<file path="config.mk">
export PLATFORM = sky130hd
export DESIGN_NAME = axi_mem_master_flat
export DESIGN_NICKNAME = d
export VERILOG_FILES = /design/src/rtl/axi_mem_master_pkg.sv /design/src/rtl/axi_bus.sv /design/src/rtl/axi_mem_master.sv /design/src/flat_wrapper.sv
export SDC_FILE = /design/constraint.sdc
export NUM_CORES = 1
export LEC_CHECK = 0
export ABC_AREA = 1
export BUFFER_PORTS_ARGS = -buffer_cell sky130_fd_sc_hd__clkbuf_2
export CELL_PAD_IN_SITES_DETAIL_PLACEMENT = 0
export CELL_PAD_IN_SITES_GLOBAL_PLACEMENT = 1
export CORE_AREA = 2 2 226 228
export CTS_BUF_LIST = sky130_fd_sc_hd__clkbuf_8
export DETAILED_ROUTE_END_ITERATION = 6
export DIE_AREA = 0 0 228 230
export PLACE_DENSITY_LB_ADDON = 0.1
export SLEW_MARGIN = 40
export SYNTH_ARGS = -nofsm -noshare
export SYNTH_HDL_FRONTEND = slang
export SYNTH_SLANG_ARGS = --single-unit
</file>
<file path="constraint.sdc">
create_clock -name clk_i -period 3.5 [get_ports clk_i]
set_clock_uncertainty 0.1 [all_clocks]
set_input_delay 0.175 -clock clk_i [delete_from_list [all_inputs] [get_ports clk_i]]
set_output_delay 0.175 -clock clk_i [all_outputs]
set_load 0.02 [all_outputs]
</file>
<file path="src/rtl/axi_mem_master_pkg.sv">
// Shared definitions for the single-outstanding AXI4 memory initiator.
// Contents: FSM state encoding, AXI response/burst/cache constants and a
// helper that derives the AXI beat size from the data-bus width.
package axi_mem_master_pkg;

    typedef enum logic [2:0] {
        IDLE  = 3'd0,
        WRITE = 3'd1,
        BWAIT = 3'd2,
        READ  = 3'd3,
        RWAIT = 3'd4,
        RESP  = 3'd5
    } state_e;

    localparam logic [1:0] RESP_OKAY        = 2'b00;
    localparam logic [1:0] BURST_INCR       = 2'b01;
    localparam logic [3:0] CACHE_MODIFIABLE = 4'b0010;

    // AXI size code: log2 of the number of bytes per beat (full-width beats only).
    function automatic logic [2:0] axi_size(input int unsigned data_width);
        return 3'($clog2(data_width / 32'd8));
    endfunction

endpackage

</file>
<file path="src/rtl/axi_bus.sv">
// AXI4 bus bundle connecting one initiator to one target.
// Parameters: address, data, ID and user widths.
// Modport out: the initiator view (drives AW/W/AR and B/R ready, samples the rest).
interface AXI_BUS #(
    parameter int unsigned AXI_ADDR_WIDTH = 64,
    parameter int unsigned AXI_DATA_WIDTH = 64,
    parameter int unsigned AXI_ID_WIDTH   = 5,
    parameter int unsigned AXI_USER_WIDTH = 1
);
    logic [AXI_ID_WIDTH-1:0]     aw_id;
    logic [AXI_ADDR_WIDTH-1:0]   aw_addr;
    logic [7:0]                  aw_len;
    logic [2:0]                  aw_size;
    logic [1:0]                  aw_burst;
    logic                        aw_lock;
    logic [3:0]                  aw_cache;
    logic [2:0]                  aw_prot;
    logic [3:0]                  aw_qos;
    logic [3:0]                  aw_region;
    logic [5:0]                  aw_atop;
    logic [AXI_USER_WIDTH-1:0]   aw_user;
    logic                        aw_valid;
    logic                        aw_ready;

    logic [AXI_DATA_WIDTH-1:0]   w_data;
    logic [AXI_DATA_WIDTH/8-1:0] w_strb;
    logic                        w_last;
    logic [AXI_USER_WIDTH-1:0]   w_user;
    logic                        w_valid;
    logic                        w_ready;

    logic [AXI_ID_WIDTH-1:0]     b_id;
    logic [1:0]                  b_resp;
    logic [AXI_USER_WIDTH-1:0]   b_user;
    logic                        b_valid;
    logic                        b_ready;

    logic [AXI_ID_WIDTH-1:0]     ar_id;
    logic [AXI_ADDR_WIDTH-1:0]   ar_addr;
    logic [7:0]                  ar_len;
    logic [2:0]                  ar_size;
    logic [1:0]                  ar_burst;
    logic                        ar_lock;
    logic [3:0]                  ar_cache;
    logic [2:0]                  ar_prot;
    logic [3:0]                  ar_qos;
    logic [3:0]                  ar_region;
    logic [AXI_USER_WIDTH-1:0]   ar_user;
    logic                        ar_valid;
    logic                        ar_ready;

    logic [AXI_ID_WIDTH-1:0]     r_id;
    logic [AXI_DATA_WIDTH-1:0]   r_data;
    logic [1:0]                  r_resp;
    logic                        r_last;
    logic [AXI_USER_WIDTH-1:0]   r_user;
    logic                        r_valid;
    logic                        r_ready;

    modport out (
        output aw_id, aw_addr, aw_len, aw_size, aw_burst, aw_lock, aw_cache,
               aw_prot, aw_qos, aw_region, aw_atop, aw_user, aw_valid,
        input  aw_ready,
        output w_data, w_strb, w_last, w_user, w_valid,
        input  w_ready,
        input  b_id, b_resp, b_user, b_valid,
        output b_ready,
        output ar_id, ar_addr, ar_len, ar_size, ar_burst, ar_lock, ar_cache,
               ar_prot, ar_qos, ar_region, ar_user, ar_valid,
        input  ar_ready,
        input  r_id, r_data, r_resp, r_last, r_user, r_valid,
        output r_ready
    );
endinterface

</file>
<file path="src/rtl/axi_mem_master.sv">
// Single-outstanding AXI4 initiator: converts a req/gnt memory port into
// single-beat AXI read/write transactions, one transaction in flight.
// Ports:
//   clk_i, rst_i      clock, synchronous active-high reset
//   req_i/gnt_o       client request / combinational grant (IDLE only)
//   we_i, addr_i,     write enable, byte address, byte enables, write data
//   be_i, wdata_i     (all registered on grant)
//   rvalid_o          one-cycle completion pulse for reads and writes
//   rdata_o           read data (holds last read, 0 after a write)
//   err_o             completion error, valid with rvalid_o
//   axi               AXI4 initiator port
module axi_mem_master
    import axi_mem_master_pkg::*;
#(
    parameter int unsigned AXI_ID_WIDTH   = 5,
    parameter int unsigned AXI_ADDR_WIDTH = 64,
    parameter int unsigned AXI_DATA_WIDTH = 64,
    parameter int unsigned AXI_USER_WIDTH = 1,
    parameter int unsigned AXI_ID         = 0
) (
    input  logic                        clk_i,
    input  logic                        rst_i,
    input  logic                        req_i,
    output logic                        gnt_o,
    input  logic                        we_i,
    input  logic [AXI_ADDR_WIDTH-1:0]   addr_i,
    input  logic [AXI_DATA_WIDTH/8-1:0] be_i,
    input  logic [AXI_DATA_WIDTH-1:0]   wdata_i,
    output logic                        rvalid_o,
    output logic [AXI_DATA_WIDTH-1:0]   rdata_o,
    output logic                        err_o,
    AXI_BUS.out                         axi
);

    localparam logic [AXI_ID_WIDTH-1:0] ID_VAL   = AXI_ID_WIDTH'(AXI_ID);
    localparam logic [2:0]              SIZE_VAL = axi_size(AXI_DATA_WIDTH);

    state_e                      state_r;
    logic [AXI_ADDR_WIDTH-1:0]   addr_r;
    logic [AXI_DATA_WIDTH/8-1:0] be_r;
    logic [AXI_DATA_WIDTH-1:0]   wdata_r;
    logic                        aw_valid_r;
    logic                        w_valid_r;
    logic                        aw_done_r;
    logic                        w_done_r;
    logic                        ar_valid_r;
    logic                        b_ready_r;
    logic                        r_ready_r;
    logic                        rvalid_r;
    logic                        err_r;
    logic [AXI_DATA_WIDTH-1:0]   rdata_r;

    logic                        aw_done_s;
    logic                        w_done_s;
    logic                        b_err_s;
    logic                        r_err_s;

    // Grant is combinational so a request in IDLE is accepted without a stall.
    assign gnt_o = (state_r == IDLE) && req_i && !rst_i;

    // Handshake completion (including this cycle) and response error decode.
    always_comb begin
        aw_done_s = aw_done_r | (aw_valid_r & axi.aw_ready);
        w_done_s  = w_done_r  | (w_valid_r  & axi.w_ready);
        b_err_s   = (axi.b_resp != RESP_OKAY) || (axi.b_id != ID_VAL);
        r_err_s   = (axi.r_resp != RESP_OKAY) || !axi.r_last || (axi.r_id != ID_VAL);
    end

    // Transaction FSM with registered AXI handshake signals and client outputs.
    always_ff @(posedge clk_i) begin
        if (rst_i) begin
            state_r    <= IDLE;
            addr_r     <= '0;
            be_r       <= '0;
            wdata_r    <= '0;
            aw_valid_r <= 1'b0;
            w_valid_r  <= 1'b0;
            aw_done_r  <= 1'b0;
            w_done_r   <= 1'b0;
            ar_valid_r <= 1'b0;
            b_ready_r  <= 1'b0;
            r_ready_r  <= 1'b0;
            rvalid_r   <= 1'b0;
            err_r      <= 1'b0;
            rdata_r    <= '0;
        end else begin
            case (state_r)
                IDLE: begin
                    if (gnt_o) begin
                        addr_r    <= addr_i;
                        be_r      <= be_i;
                        wdata_r   <= wdata_i;
                        aw_done_r <= 1'b0;
                        w_done_r  <= 1'b0;
                        if (we_i) begin
                            state_r    <= WRITE;
                            aw_valid_r <= 1'b1;
                            w_valid_r  <= 1'b1;
                        end else begin
                            state_r    <= READ;
                            ar_valid_r <= 1'b1;
                        end
                    end
                end
                WRITE: begin
                    // AW and W complete independently; each valid drops after its own handshake.
                    aw_valid_r <= aw_valid_r & ~axi.aw_ready;
                    w_valid_r  <= w_valid_r  & ~axi.w_ready;
                    aw_done_r  <= aw_done_s;
                    w_done_r   <= w_done_s;
                    if (aw_done_s && w_done_s) begin
                        state_r   <= BWAIT;
                        b_ready_r <= 1'b1;
                    end
                end
                BWAIT: begin
                    if (axi.b_valid) begin
                        state_r   <= RESP;
                        b_ready_r <= 1'b0;
                        rvalid_r  <= 1'b1;
                        err_r     <= b_err_s;
                        rdata_r   <= '0;
                    end
                end
                READ: begin
                    if (axi.ar_ready) begin
                        state_r    <= RWAIT;
                        ar_valid_r <= 1'b0;
                        r_ready_r  <= 1'b1;
                    end
                end
                RWAIT: begin
                    if (axi.r_valid) begin
                        state_r   <= RESP;
                        r_ready_r <= 1'b0;
                        rvalid_r  <= 1'b1;
                        err_r     <= r_err_s;
                        rdata_r   <= axi.r_data;
                    end
                end
                RESP: begin
                    state_r  <= IDLE;
                    rvalid_r <= 1'b0;
                    err_r    <= 1'b0;
                end
                default: begin
                    // Unreachable encoding: fall back to a quiet IDLE.
                    state_r    <= IDLE;
                    aw_valid_r <= 1'b0;
                    w_valid_r  <= 1'b0;
                    ar_valid_r <= 1'b0;
                    b_ready_r  <= 1'b0;
                    r_ready_r  <= 1'b0;
                    rvalid_r   <= 1'b0;
                    err_r      <= 1'b0;
                end
            endcase
        end
    end

    assign rvalid_o = rvalid_r;
    assign rdata_o  = rdata_r;
    assign err_o    = err_r;

    assign axi.aw_id     = ID_VAL;
    assign axi.aw_addr   = addr_r;
    assign axi.aw_len    = 8'd0;
    assign axi.aw_size   = SIZE_VAL;
    assign axi.aw_burst  = BURST_INCR;
    assign axi.aw_lock   = 1'b0;
    assign axi.aw_cache  = CACHE_MODIFIABLE;
    assign axi.aw_prot   = 3'd0;
    assign axi.aw_qos    = 4'd0;
    assign axi.aw_region = 4'd0;
    assign axi.aw_atop   = 6'd0;
    assign axi.aw_user   = {AXI_USER_WIDTH{1'b0}};
    assign axi.aw_valid  = aw_valid_r;

    assign axi.w_data    = wdata_r;
    assign axi.w_strb    = be_r;
    assign axi.w_last    = 1'b1;
    assign axi.w_user    = {AXI_USER_WIDTH{1'b0}};
    assign axi.w_valid   = w_valid_r;

    assign axi.b_ready   = b_ready_r;

    assign axi.ar_id     = ID_VAL;
    assign axi.ar_addr   = addr_r;
    assign axi.ar_len    = 8'd0;
    assign axi.ar_size   = SIZE_VAL;
    assign axi.ar_burst  = BURST_INCR;
    assign axi.ar_lock   = 1'b0;
    assign axi.ar_cache  = CACHE_MODIFIABLE;
    assign axi.ar_prot   = 3'd0;
    assign axi.ar_qos    = 4'd0;
    assign axi.ar_region = 4'd0;
    assign axi.ar_user   = {AXI_USER_WIDTH{1'b0}};
    assign axi.ar_valid  = ar_valid_r;

    assign axi.r_ready   = r_ready_r;

endmodule

</file>
<file path="src/flat_wrapper.sv">
// flat-port wrapper written by rule: the top's interface ports become plain ports
module axi_mem_master_flat import axi_mem_master_pkg::*;
#(
    parameter int unsigned AXI_ID_WIDTH   = 5,
    parameter int unsigned AXI_ADDR_WIDTH = 64,
    parameter int unsigned AXI_DATA_WIDTH = 64,
    parameter int unsigned AXI_USER_WIDTH = 1,
    parameter int unsigned AXI_ID         = 0
)
  (clk_i, rst_i, req_i, gnt_o, we_i, addr_i, be_i, wdata_i, rvalid_o, rdata_o, err_o, axi_aw_id, axi_aw_addr, axi_aw_len, axi_aw_size, axi_aw_burst, axi_aw_lock, axi_aw_cache, axi_aw_prot, axi_aw_qos, axi_aw_region, axi_aw_atop, axi_aw_user, axi_aw_valid, axi_aw_ready, axi_w_data, axi_w_strb, axi_w_last, axi_w_user, axi_w_valid, axi_w_ready, axi_b_id, axi_b_resp, axi_b_user, axi_b_valid, axi_b_ready, axi_ar_id, axi_ar_addr, axi_ar_len, axi_ar_size, axi_ar_burst, axi_ar_lock, axi_ar_cache, axi_ar_prot, axi_ar_qos, axi_ar_region, axi_ar_user, axi_ar_valid, axi_ar_ready, axi_r_id, axi_r_data, axi_r_resp, axi_r_last, axi_r_user, axi_r_valid, axi_r_ready);
  AXI_BUS #(.AXI_ADDR_WIDTH(AXI_ADDR_WIDTH), .AXI_DATA_WIDTH(AXI_DATA_WIDTH), .AXI_ID_WIDTH(AXI_ID_WIDTH), .AXI_USER_WIDTH(AXI_USER_WIDTH)) axi_i ();
  input  logic clk_i;
  input  logic rst_i;
  input  logic req_i;
  output logic gnt_o;
  input  logic we_i;
  input  logic [AXI_ADDR_WIDTH-1:0] addr_i;
  input  logic [AXI_DATA_WIDTH/8-1:0] be_i;
  input  logic [AXI_DATA_WIDTH-1:0] wdata_i;
  output logic rvalid_o;
  output logic [AXI_DATA_WIDTH-1:0] rdata_o;
  output logic err_o;
  output wire logic [$bits(axi_i.aw_id)-1:0] axi_aw_id;
  output wire logic [$bits(axi_i.aw_addr)-1:0] axi_aw_addr;
  output wire logic [$bits(axi_i.aw_len)-1:0] axi_aw_len;
  output wire logic [$bits(axi_i.aw_size)-1:0] axi_aw_size;
  output wire logic [$bits(axi_i.aw_burst)-1:0] axi_aw_burst;
  output wire logic [$bits(axi_i.aw_lock)-1:0] axi_aw_lock;
  output wire logic [$bits(axi_i.aw_cache)-1:0] axi_aw_cache;
  output wire logic [$bits(axi_i.aw_prot)-1:0] axi_aw_prot;
  output wire logic [$bits(axi_i.aw_qos)-1:0] axi_aw_qos;
  output wire logic [$bits(axi_i.aw_region)-1:0] axi_aw_region;
  output wire logic [$bits(axi_i.aw_atop)-1:0] axi_aw_atop;
  output wire logic [$bits(axi_i.aw_user)-1:0] axi_aw_user;
  output wire logic [$bits(axi_i.aw_valid)-1:0] axi_aw_valid;
  input wire logic [$bits(axi_i.aw_ready)-1:0] axi_aw_ready;
  output wire logic [$bits(axi_i.w_data)-1:0] axi_w_data;
  output wire logic [$bits(axi_i.w_strb)-1:0] axi_w_strb;
  output wire logic [$bits(axi_i.w_last)-1:0] axi_w_last;
  output wire logic [$bits(axi_i.w_user)-1:0] axi_w_user;
  output wire logic [$bits(axi_i.w_valid)-1:0] axi_w_valid;
  input wire logic [$bits(axi_i.w_ready)-1:0] axi_w_ready;
  input wire logic [$bits(axi_i.b_id)-1:0] axi_b_id;
  input wire logic [$bits(axi_i.b_resp)-1:0] axi_b_resp;
  input wire logic [$bits(axi_i.b_user)-1:0] axi_b_user;
  input wire logic [$bits(axi_i.b_valid)-1:0] axi_b_valid;
  output wire logic [$bits(axi_i.b_ready)-1:0] axi_b_ready;
  output wire logic [$bits(axi_i.ar_id)-1:0] axi_ar_id;
  output wire logic [$bits(axi_i.ar_addr)-1:0] axi_ar_addr;
  output wire logic [$bits(axi_i.ar_len)-1:0] axi_ar_len;
  output wire logic [$bits(axi_i.ar_size)-1:0] axi_ar_size;
  output wire logic [$bits(axi_i.ar_burst)-1:0] axi_ar_burst;
  output wire logic [$bits(axi_i.ar_lock)-1:0] axi_ar_lock;
  output wire logic [$bits(axi_i.ar_cache)-1:0] axi_ar_cache;
  output wire logic [$bits(axi_i.ar_prot)-1:0] axi_ar_prot;
  output wire logic [$bits(axi_i.ar_qos)-1:0] axi_ar_qos;
  output wire logic [$bits(axi_i.ar_region)-1:0] axi_ar_region;
  output wire logic [$bits(axi_i.ar_user)-1:0] axi_ar_user;
  output wire logic [$bits(axi_i.ar_valid)-1:0] axi_ar_valid;
  input wire logic [$bits(axi_i.ar_ready)-1:0] axi_ar_ready;
  input wire logic [$bits(axi_i.r_id)-1:0] axi_r_id;
  input wire logic [$bits(axi_i.r_data)-1:0] axi_r_data;
  input wire logic [$bits(axi_i.r_resp)-1:0] axi_r_resp;
  input wire logic [$bits(axi_i.r_last)-1:0] axi_r_last;
  input wire logic [$bits(axi_i.r_user)-1:0] axi_r_user;
  input wire logic [$bits(axi_i.r_valid)-1:0] axi_r_valid;
  output wire logic [$bits(axi_i.r_ready)-1:0] axi_r_ready;
  assign axi_aw_id = axi_i.aw_id;
  assign axi_aw_addr = axi_i.aw_addr;
  assign axi_aw_len = axi_i.aw_len;
  assign axi_aw_size = axi_i.aw_size;
  assign axi_aw_burst = axi_i.aw_burst;
  assign axi_aw_lock = axi_i.aw_lock;
  assign axi_aw_cache = axi_i.aw_cache;
  assign axi_aw_prot = axi_i.aw_prot;
  assign axi_aw_qos = axi_i.aw_qos;
  assign axi_aw_region = axi_i.aw_region;
  assign axi_aw_atop = axi_i.aw_atop;
  assign axi_aw_user = axi_i.aw_user;
  assign axi_aw_valid = axi_i.aw_valid;
  assign axi_i.aw_ready = axi_aw_ready;
  assign axi_w_data = axi_i.w_data;
  assign axi_w_strb = axi_i.w_strb;
  assign axi_w_last = axi_i.w_last;
  assign axi_w_user = axi_i.w_user;
  assign axi_w_valid = axi_i.w_valid;
  assign axi_i.w_ready = axi_w_ready;
  assign axi_i.b_id = axi_b_id;
  assign axi_i.b_resp = axi_b_resp;
  assign axi_i.b_user = axi_b_user;
  assign axi_i.b_valid = axi_b_valid;
  assign axi_b_ready = axi_i.b_ready;
  assign axi_ar_id = axi_i.ar_id;
  assign axi_ar_addr = axi_i.ar_addr;
  assign axi_ar_len = axi_i.ar_len;
  assign axi_ar_size = axi_i.ar_size;
  assign axi_ar_burst = axi_i.ar_burst;
  assign axi_ar_lock = axi_i.ar_lock;
  assign axi_ar_cache = axi_i.ar_cache;
  assign axi_ar_prot = axi_i.ar_prot;
  assign axi_ar_qos = axi_i.ar_qos;
  assign axi_ar_region = axi_i.ar_region;
  assign axi_ar_user = axi_i.ar_user;
  assign axi_ar_valid = axi_i.ar_valid;
  assign axi_i.ar_ready = axi_ar_ready;
  assign axi_i.r_id = axi_r_id;
  assign axi_i.r_data = axi_r_data;
  assign axi_i.r_resp = axi_r_resp;
  assign axi_i.r_last = axi_r_last;
  assign axi_i.r_user = axi_r_user;
  assign axi_i.r_valid = axi_r_valid;
  assign axi_r_ready = axi_i.r_ready;
  axi_mem_master #(.AXI_ID_WIDTH(AXI_ID_WIDTH), .AXI_ADDR_WIDTH(AXI_ADDR_WIDTH), .AXI_DATA_WIDTH(AXI_DATA_WIDTH), .AXI_USER_WIDTH(AXI_USER_WIDTH), .AXI_ID(AXI_ID)) u_core (.clk_i(clk_i), .rst_i(rst_i), .req_i(req_i), .gnt_o(gnt_o), .we_i(we_i), .addr_i(addr_i), .be_i(be_i), .wdata_i(wdata_i), .rvalid_o(rvalid_o), .rdata_o(rdata_o), .err_o(err_o), .axi(axi_i));
endmodule
</file>
# After elaboration in Yosys (flattened, before gate mapping)

Index checks and enable logic that the tools add are counted.

Register bits after elaboration: 212
Input port bits: 226
Output and inout port bits: 350
Logic and storage cells: 101

Eq/ne operators: 12
Multiplexer cells: 33
Bitwise gates (word level): 13
Reduce and logical (&&, ||, !) cells: 29

Operators by type and width:

| cell                 | number |
|---|---|
| $mux W64             | 2 |
| $pmux W64 S2         | 1 |
| $pmux W1 S3          | 7 |
| $reduce_or A4 Y1     | 4 |
| $mux W3              | 5 |
| $pmux W3 S5          | 1 |
| $reduce_and A3 Y1    | 5 |
| $mux W1              | 14 |
| $ne A2 B2 Y1 const B | 6 |
| $reduce_bool A5 Y1   | 2 |
| $reduce_bool A2 Y1   | 4 |
| $not A1 Y1           | 7 |
| $eq A3 B2 Y1 const B | 2 |
| $eq A3 B3 Y1 const B | 2 |
| $reduce_and A5 Y1    | 1 |
| $and A1 B1 Y1        | 4 |
| $pmux W1 S2          | 2 |
| $reduce_and A2 Y1    | 2 |
| $reduce_and A4 Y1    | 1 |
| $eq A3 B1 Y1 const B | 1 |
| $logic_and A1 B1 Y1  | 3 |
| $logic_not A3 Y1     | 1 |
| $logic_or A1 B1 Y1   | 3 |
| $reduce_or A3 Y1     | 1 |
| other kinds (4)      | 6 |

# Depth between registers and ports, before layout

Depth after elaboration: 5
Depth in mapped cells: 11
Mapped depth without buffers: 9

# Least setup slack after synthesis

OpenSTA, ideal clock, no wires.

Kind: register to register
Start: reg u_core.state_r[0]
End: reg u_core.addr_r[40] (netlist: u_core.axi.ar_addr[40])
Setup time: 123 ps
Data arrival time: 1251 ps
Data required time: 3277 ps
Path slack: 2026 ps
Cell stages (with the launch flop): 8
Buffers on the path: 3
Period minus slack after synthesis: 1474 ps
Cells stage by stage: dfxtp_1 buf_6 nor2_4 nand2_2 nor2_2 buf_2 buf_2 o21ai_0

Word-level cells in the longest chain between the ends: 4

Ends and longest elaborated chain:

| item                             | RTL line              | text |
|---|---|---|
| start: declaration               | axi_mem_master.sv:38  | `state_e state_r;` |
| start signal: assignment         | axi_mem_master.sv:72  | `state_r <= IDLE;` |
| start signal: assignment         | axi_mem_master.sv:96  | `state_r <= WRITE;` |
| start signal: assignment         | axi_mem_master.sv:100 | `state_r <= READ;` |
| $logic_not A3 Y1                 | axi_mem_master.sv:59  | `assign gnt_o = (state_r == IDLE) && req_i && !rst_i;` |
| $logic_and A1 B1 Y1 (2 in a row) | axi_mem_master.sv:59  |  |
| named net gnt_o                  | flat_wrapper.sv:15    | `output logic gnt_o;` |
| $reduce_and A2 Y1 (no line)      | --                    |  |
| end signal: assignment           | axi_mem_master.sv:90  | `addr_r <= addr_i;` |
| end: declaration                 | axi_mem_master.sv:39  | `logic [AXI_ADDR_WIDTH-1:0] addr_r;` |

The timed path passes the listed nets, and every way through them passes these cells.
A chain may end at the register's enable or synchronous reset.

# Final worst setup path

Start: reg u_core.state_r[0]
End: reg u_core.wdata_r[37] (netlist: u_core.axi.w_data[37])

Word-level cells in the longest chain between the ends: 4

Ends and longest elaborated chain:

| item                             | RTL line                                   | text |
|---|---|---|
| $logic_not A3 Y1 (*)             | axi_mem_master.sv:59, axi_mem_master.sv:87 |  |
| $logic_and A1 B1 Y1 (2 in a row) | axi_mem_master.sv:59                       |  |
| $reduce_and A2 Y1 (no line) (*)  | --                                         |  |
| end signal: assignment           | axi_mem_master.sv:92                       | `wdata_r <= wdata_i;` |
| end: declaration                 | axi_mem_master.sv:41                       | `logic [AXI_DATA_WIDTH-1:0] wdata_r;` |

Every way passes the cells marked *; elsewhere a longest branch is shown, timed or not.

==> impl_metrics.json <==
{
  "area_growth_pct": 55.9,
  "fin_area_sq_um": 14600,
  "wl_um": 38600,
  "regArea_sq_um": 4240,
  "status": "completed",
  "globalRouteOverflowTotal": 0,
  "hp-start": "req_i",
  "worstSkewPairLatency_ns": 0.58,
  "finalHoldViolCount": 0,
  "cts_resized": 0,
  "die_area_sq_um": 52400,
  "hpwlAfterDp_um": 27100,
  "drc": 0,
  "min_path_cells": 4,
  "muxShareOfSynthArea_pct": 0,
  "wl_per_cell_um": 14.9,
  "yosysTopAreaCellShare_pct": 45.4,
  "end_kind": "flip-flop",
  "maxCapViolCount": 0,
  "tightest_slew_ns": 0.791,
  "ir_worst_vdd_uv": 345,
  "worstReg2RegEnd": "u_core.axi.w_data[37]",
  "core_region_area_sq_um": 49900,
  "synth_adder_area_share_pct": 0,
  "io_pins": 576,
  "r2r_cells": 7,
  "setup_viol": 0,
  "start_util_pct": 18.7,
  "synth_area_leaders": "dfxtp_1, nand2_1, buf_4",
  "final_antenna_net_count": 0,
  "critPathMaxFanout": 26,
  "vias": 9917,
  "drive_above_1_share_pct": 29.7,
  "synthXorXnorAreaFrac_pct": 0,
  "clk_pin_slew_ns": 0.05,
  "slew_headroom_pct": 47.3,
  "holdPathEnd": "u_core.axi.w_data[57]",
  "cts_tree": "done",
  "synth_compound_area_share_pct": 11.5,
  "slew_violations": 0,
  "cts_made_buffers": 44,
  "yosysWarnings": 0,
  "nets": 2126,
  "fillers": 5625,
  "final_cell_mix": "clkbuf_2, nand2_1, dlygate4sd3_1",
  "layout_commonest_cell": "clkbuf_2",
  "io_buffer_count": 495,
  "clk_path_buf_depth": 3,
  "syn_inst": 1282,
  "cts.root.buffer_cell": "clkbuf_8",
  "placed_area_sq_um": 11600,
  "crit_arrival_ns": 3.29,
  "antenna_found_initial": 6,
  "leakage_nw": 6.93,
  "synth_area_sq_um": 9340,
  "htree_levels": 2,
  "powerDensity_nw_per_um2": 611,
  "seq_area_frac_synth_pct": 45.4,
  "synth-simple-area-share_pct": 23.5,
  "rr_startpoint": "u_core.state_r[0]",
  "tns_ns": 0,
  "grt_max_degree": 77,
  "first_global_vias": 9959,
  "vias_per_cell": 3.81,
  "fin_crit_ns": 2.86,
  "fp.dieW_um": 228,
  "crit_path_start_kind": "flip-flop",
  "postSynthAreaPerCell_sq_um": 7.29,
  "multi_input_area_sq_um": 3570,
  "num_rows": 82,
  "cts_sinks": 212,
  "synth_top_area_cell": "dfxtp_1",
  "synth_top_family_by_area": "simple AND/OR/NAND/NOR gates",
  "required_ns": 3.93,
  "fmax_ghz": 0.349,
  "period_share_pct": 81.8,
  "rsz0062_at_grt": "false",
  "grt_pass1_wl_um": 58300,
  "r2r_setup_slack_ns": 0.64,
  "worstHoldPathType": "in -> reg",
  "ys_seq_elements": 212,
  "die_h_um": 230,
  "dr.pass1.iters": 6,
  "path_class": "reg -> reg",
  "first_iter_violations": 393,
  "grt_usage_pct": 14.2,
  "yosysUniqueCellTypes": 23,
  "gp_congestion": 0.747
}
==> where the power goes <==
| group | internal [mW] | total [mW] | switching [mW] |
|---|---|---|---|
| sequential | 2.84 | 3.16 | 0.321 |
| clock | 1.38 | 2.52 | 1.14 |
| combinational | 1.01 | 3.22 | 2.21 |
| total | 5.22 | 8.90 | 3.67 |
==> worst max path at each step <==
stage	startpoint	endpoint	depth (start not counted)
final	u_core.state_r[0]	u_core.axi.w_data[37]	7
after CTS	u_core.state_r[1]	u_core.axi.w_data[37]	7
after floorplan	u_core.state_r[0]	u_core.axi.ar_addr[40]	7
after detailed placement	u_core.state_r[0]	u_core.rdata_o[10]	7
after global routing	u_core.state_r[1]	u_core.axi.w_data[37]	7
after global placement	u_core.state_r[0]	u_core.rdata_o[10]	7
==> state kept, by name, summed over array words and instances, names as in the netlist <==
register	count
u_core.axi.aw_valid	1
u_core.state_r	3
u_core.axi.ar_valid	1
u_core.err_o	1
u_core.axi.w_valid	1
u_core.rdata_o	64
u_core.axi.ar_addr	64
u_core.axi.b_ready	1
u_core.axi.w_strb	8
u_core.w_done_r	1
u_core.aw_done_r	1
u_core.rvalid_o	1
u_core.axi.w_data	64
u_core.axi.r_ready	1
==> stage by stage <==
step / utilization (%) / power (mW) / hold slack, ns / cells / setup WS, ns
after floorplan: - / 5.40 / 0.188 / 1358 / 2.03
after CTS: 29.2 / 9.15 / 0.00234 / 2596 / 0.613
after global routing: 29.2 / 9.54 / 0.0704 / 2599 / 0.368
after detailed placement: 23.3 / 6.28 / 0.279 / 2312 / 1.22
after global placement: 23.3 / 6.30 / 0.274 / 2312 / 1.28
final: 29.2 / 8.90 / 0.0452 / 2600 / 0.638
==> worst max-delay path: stages (launching register included) <==
cell and delay, ns:
dfxtp_1 0.41, nor2_4 0.19, nand2_2 0.16, nor2_4 0.63, nand2_1 0.09, dlygate4sd3_1 0.58
o21ai_0 0.07, dlygate4sd3_1 0.56
==> repair_timing <==
action                                 4_1_cts  5_1_grt
setup buffers                                0        0
hold buffers                               214        0
endpoints found under the hold margin      211        0
==> metal layers <==
layer | vias up | routed length (um) | track usage [%]
met5 | - | 13 | 0
met4 | 2 | 942 | 5.21
met3 | 59 | 3600 | 5.65
met2 | 360 | 18400 | 23.6
met1 | 4450 | 15700 | 16.5
li1 | 5046 | - | -
==> cells by family (layout without fill, tap and decap cells) <==
group                  count (synthesis)  count (layout)
AOI/OAI and AO/OA                    213             213
and+or+nand+nor                      551             551
buffers and inverters                304             870
other                                  2              82
DFF                                  212             212
==> final cells by class <==
class                      instances  area share (%)
inverter                          79            2.05
tap                              672            5.77
clock buffer                      51            4.82
multi-input combinational        842            24.5
antenna                            4          0.0687
timing repair buffer             721            32.9
clock inverter                    19           0.722
sequential                       212            29.1
==> synth_stat cells (all sizes together) <==
cell	number
buf	201
conb	2
nor2	95
a21oi	71
clkbuf	24
nand3	69
o211ai	1
dfxtp	212
nand2	380
nand4	4
inv	79
o22ai	2
nor3	1
nand3b	2
o21ai	138
a31oi	1
Note: power is estimated with default switching activity, not from simulation.
